<file path="config.mk">
export PLATFORM = sky130hd
export DESIGN_NAME = sdram_arbiter
export DESIGN_NICKNAME = d
export VERILOG_FILES = /design/src/rtl/sdram_arbiter.sv
export SDC_FILE = /design/constraint.sdc
export NUM_CORES = 1
export LEC_CHECK = 0
export CORE_AREA = 4 4 115 90
export CTS_CLUSTER_DIAMETER = 150
export DETAILED_ROUTE_END_ITERATION = 8
export DIE_AREA = 0 0 119 94
export PLACE_DENSITY = 0.71
export SYNTH_ARGS = -nofsm -noshare
export SYNTH_HDL_FRONTEND = slang
export SYNTH_SLANG_ARGS = --single-unit
</file>
<file path="constraint.sdc">
create_clock -name clk -period 1.3 [get_ports clk]
set_input_delay 0.26 -clock clk [delete_from_list [all_inputs] [get_ports clk]]
set_output_delay 0.26 -clock clk [all_outputs]
set_load 0.02 [all_outputs]
</file>
<file path="src/rtl/sdram_arbiter.sv">
// Round-robin arbiter sharing one SDRAM controller port between two requesters.
// One transaction is in flight at a time: either a BURST_LEN-word read burst or a single write.
module sdram_arbiter #(
  parameter int BURST_LEN = 4
) (
  input  logic        clk,
  input  logic        reset,
  input  logic        req0,
  input  logic        req1,
  input  logic        rw0,
  input  logic        rw1,
  input  logic [31:0] addr0,
  input  logic [31:0] addr1,
  input  logic [15:0] wdata0,
  input  logic [15:0] wdata1,
  output logic        fill0,
  output logic        fill1,
  output logic        ack0,
  output logic        ack1,
  output logic [15:0] rdata,
  output logic        mem_req,
  output logic        mem_rw,
  output logic [31:0] mem_addr,
  output logic [15:0] mem_wdata,
  input  logic        mem_fill,
  input  logic        mem_ack,
  input  logic [15:0] mem_rdata
);

  localparam int CW = (BURST_LEN > 1) ? $clog2(BURST_LEN) : 1;

  typedef enum logic [1:0] {IDLE, BUSY, RELEASE} state_t;

  state_t          state, state_nxt;
  logic            grant, last;
  logic [CW-1:0]   cnt;
  logic            do_grant, sel;
  logic            busy;

  assign busy = (state == BUSY);

  // On a tie the port that did not win last time gets the controller.
  always_comb begin
    state_nxt = state;
    do_grant  = 1'b0;
    sel       = 1'b0;
    case (state)
      IDLE: if (req0 | req1) begin
        do_grant  = 1'b1;
        sel       = (req0 & req1) ? ~last : req1;
        state_nxt = BUSY;
      end
      BUSY: if (mem_rw ? (mem_fill && cnt == CW'(BURST_LEN - 1)) : mem_ack)
        state_nxt = RELEASE;
      RELEASE: state_nxt = IDLE;
      default: state_nxt = IDLE;
    endcase
  end

  always_ff @(posedge clk) begin
    if (reset) begin
      state     <= IDLE;
      grant     <= 1'b0;
      last      <= 1'b1;
      cnt       <= '0;
      mem_req   <= 1'b0;
      mem_rw    <= 1'b1;
      mem_addr  <= '0;
      mem_wdata <= '0;
    end else begin
      state <= state_nxt;
      if (do_grant) begin
        grant     <= sel;
        last      <= sel;
        cnt       <= '0;
        mem_req   <= 1'b1;
        mem_rw    <= sel ? rw1    : rw0;
        mem_addr  <= sel ? addr1  : addr0;
        mem_wdata <= sel ? wdata1 : wdata0;
      end else if (busy) begin
        // Controller only looks at req when starting, so drop it on the first strobe.
        if (mem_fill | mem_ack) mem_req <= 1'b0;
        if (mem_fill && mem_rw) cnt <= cnt + 1'b1;
      end
    end
  end

  assign fill0 = mem_fill & busy & ~grant;
  assign fill1 = mem_fill & busy &  grant;
  assign ack0  = mem_ack  & busy & ~grant;
  assign ack1  = mem_ack  & busy &  grant;
  assign rdata = mem_rdata;

endmodule

</file>
==> impl_metrics.json <==
{
  "mostFrequentLayoutCell": "clkdlybuf4s50_1",
  "antenna_found_initial": 0,
  "routed_wl_um": 8394,
  "regArea_um2": 1125,
  "power_density_nw_per_um2": 1056,
  "arrival_ns": 1.09,
  "fp.dieW_um": 119,
  "reg2reg_depth": 6,
  "htree_levels": 2,
  "critical_path_peak_fanout": 5,
  "worstSkewPairLatency_ns": 0.29,
  "p_leak_uw": 0.001993,
  "start_kind": "flip-flop",
  "synthDistinctLibCells": 27,
  "grt.overflow.total": 0,
  "first_pass_iters": 4,
  "hp-class": "input port to flip-flop",
  "final_cell_mix": "clkdlybuf4s50_1 (100), dfxtp_1 (53), dlygate4sd2_1 (49), mux2i_1 (39), o2bb2ai_1 (30)",
  "start_util_pct": 26.98,
  "fp.coreArea_um2": 9348,
  "drtAntennaViolNets": 0,
  "crit_type": "flip-flop to output pin",
  "drive_gt1_share_pct": 21.35,
  "slew_headroom_pct": 85.07,
  "multi_input_area_um2": 1359,
  "synth_area_um2": 2522,
  "cts.reportedPaths.clkPinSlew_ns": 0.07,
  "fin_crit_sh_pct": 104.0,
  "hold_depth": 3,
  "yosysSeqAreaShare_pct": 44.44,
  "hold_violations": 0,
  "cts_tree": "built",
  "slew_viol_final": 0,
  "layout.cells.non_filler": 516,
  "nFillCells": 848,
  "grt_pass1_vias": 2447,
  "rsz0062_at_grt": "true",
  "grt_use_total_pct": 13.19,
  "syn_area_per_cell_um2": 11.41,
  "numCtsBuffers": 5,
  "grt_pass1_wl_um": 12050,
  "via_per_inst": 4.579,
  "cts_max_path_buffers": 2,
  "rrSetupSlack_ns": 0,
  "cp.required_ns": 1.04,
  "outcome": "finished, violations left",
  "setup_viol_count_final": 4,
  "place_congestion": 0.7893,
  "tns_ns": -0.1789,
  "hpwlAfterDp_um": 5731,
  "post-place-cells": 492,
  "wl_per_cell_um": 16.27,
  "peakVddDrop_mv": 0.6577,
  "worstReg2RegEnd": "mem_addr[13]",
  "cts_root_buf": "clkbuf_16",
  "drt_first_iter_violations": 69,
  "vias": 2363,
  "rows": 31,
  "violations": "setup timing",
  "max_freq_mhz": 739.6,
  "syn-num-nets": 342,
  "syn2layout_area_growth_pct": 88.74,
  "netlist_instances": 221,
  "num_antenna_cells": 0,
  "hp-start": "reset",
  "pin_count": 190,
  "ys_warn_count": 0,
  "cp-end-kind": "output pin",
  "port-buffer-count": 157,
  "drc": 0,
  "skew_ns": 0.004920,
  "grt_max_degree": 28,
  "final_util_pct": 50.93,
  "worstMarginPinSlew_ns": 0.2177,
  "worst_slack_ns": -0.05213,
  "fp.dieArea_um2": 11190,
  "min_period_ns": 1.352,
  "nets": 504,
  "ys_ff_latch": 56,
  "p_total_uw": 5027,
  "die_h_um": 94,
  "whs_endpoint": "state[0]",
  "drv_cap": 0,
  "r2r-start": "state[1]",
  "cts.sinks": 56
}
==> worst max path at each step <==
stage                       end  slack [ns]  depth (start not counted)      from
after floorplan            ack0        0.05                          3  state[0]
final                     fill1       -0.05                          3  state[0]
after CTS                 fill1       -0.06                          3  state[0]
after detailed placement   ack1       -0.50                          3   mem_ack
after global routing      fill0       -0.13                          4  state[0]
after global placement    fill0       -0.47                          4  mem_fill
==> per-stage QoR <==
stage	hold slack, ns	area, um2	setup WS, ns
floorplan	0.4352	2522	0.05256
finish	0.3760	4761	-0.05213
detailed placement	0.4454	4203	-0.4965
global placement	0.4436	4203	-0.4720
CTS	0.4618	4533	-0.06288
global route	0.3918	4761	-0.1346
==> synthesized netlist by cell type <==
| master | n | area share, % |
|---|---|---|
| buf_6 | 8 | 3.6 |
| or2_4 | 1 | 0.35 |
| buf_2 | 5 | 0.99 |
| o21ai_0 | 1 | 0.20 |
| mux2i_1 | 49 | 19 |
| nor2_2 | 1 | 0.25 |
| nand4b_1 | 1 | 0.35 |
| clkbuf_1 | 2 | 0.30 |
| nand3_1 | 2 | 0.40 |
| and3_1 | 2 | 0.50 |
| a22o_1 | 1 | 0.35 |
| nor2b_1 | 3 | 0.74 |
| xnor2_1 | 1 | 0.35 |
| a21boi_1 | 1 | 0.30 |
| ha_1 | 1 | 0.50 |
| a21oi_1 | 2 | 0.40 |
| a21oi_4 | 1 | 0.65 |
| and2_1 | 1 | 0.25 |
| a221o_1 | 2 | 0.79 |
| o2bb2ai_1 | 49 | 17 |
| nand2b_1 | 2 | 0.50 |
| buf_4 | 18 | 5.4 |
| a211oi_1 | 1 | 0.30 |
| nor3_2 | 1 | 0.40 |
| nor2_1 | 3 | 0.45 |
| dfxtp_1 | 56 | 44 |
| nand2_1 | 6 | 0.89 |
==> state kept, by name, summed over array words and instances (netlist names) <==
register and flops:
cnt 2, grant 1, last 1, mem_addr 32, mem_req 1, mem_rw 1, mem_wdata 16, state 2
==> cell families after synthesis <==
group / synth area share, %
AND/OR/NAND/NOR: 5.060
buffers and inverters: 10.22
multiplexers: 19.44
AO/OA/AOI/OAI: 19.99
flip-flops: 44.44
adder cells (fa/ha/maj): 0.4960
XOR/XNOR: 0.3473
==> critical path, cell delays in order (launching register included) <==
cell and delay (ns):
dfxtp_2 0.34, nor2b_4 0.17, and3_1 0.16, buf_4 0.13
==> what timing repair did <==
item / 4_1_cts / 5_1_grt
setup buffers: 10 / 1
setup endpoints to repair: 105 / 55
hold buffers: 0 / 0
resized for setup: 88 / 44
pin swaps: 3 / 11
gates cloned: 4 / 4
==> final cells by class <==
| type | instances | area share, % |
|---|---|---|
| repair buffers | 188 | 40.92 |
| multi-input cells | 132 | 28.54 |
| flip-flops and latches | 56 | 23.63 |
| well taps | 132 | 3.469 |
| clock buffers | 6 | 2.707 |
| clock inverters | 2 | 0.7359 |
==> metal layers <==
metal	global-route usage, %	routed length [um]
met4	3.375	83
met5	0	0
met1	15.65	3458
met2	22.10	4094
met3	5.539	757
==> power by group <==
group          total, uW  internal, uW  switching (uW)
sequential          1980          1880            96.6
clock               1510           908             605
combinational       1530           846             687
Note: power is estimated with default switching activity, not from simulation.
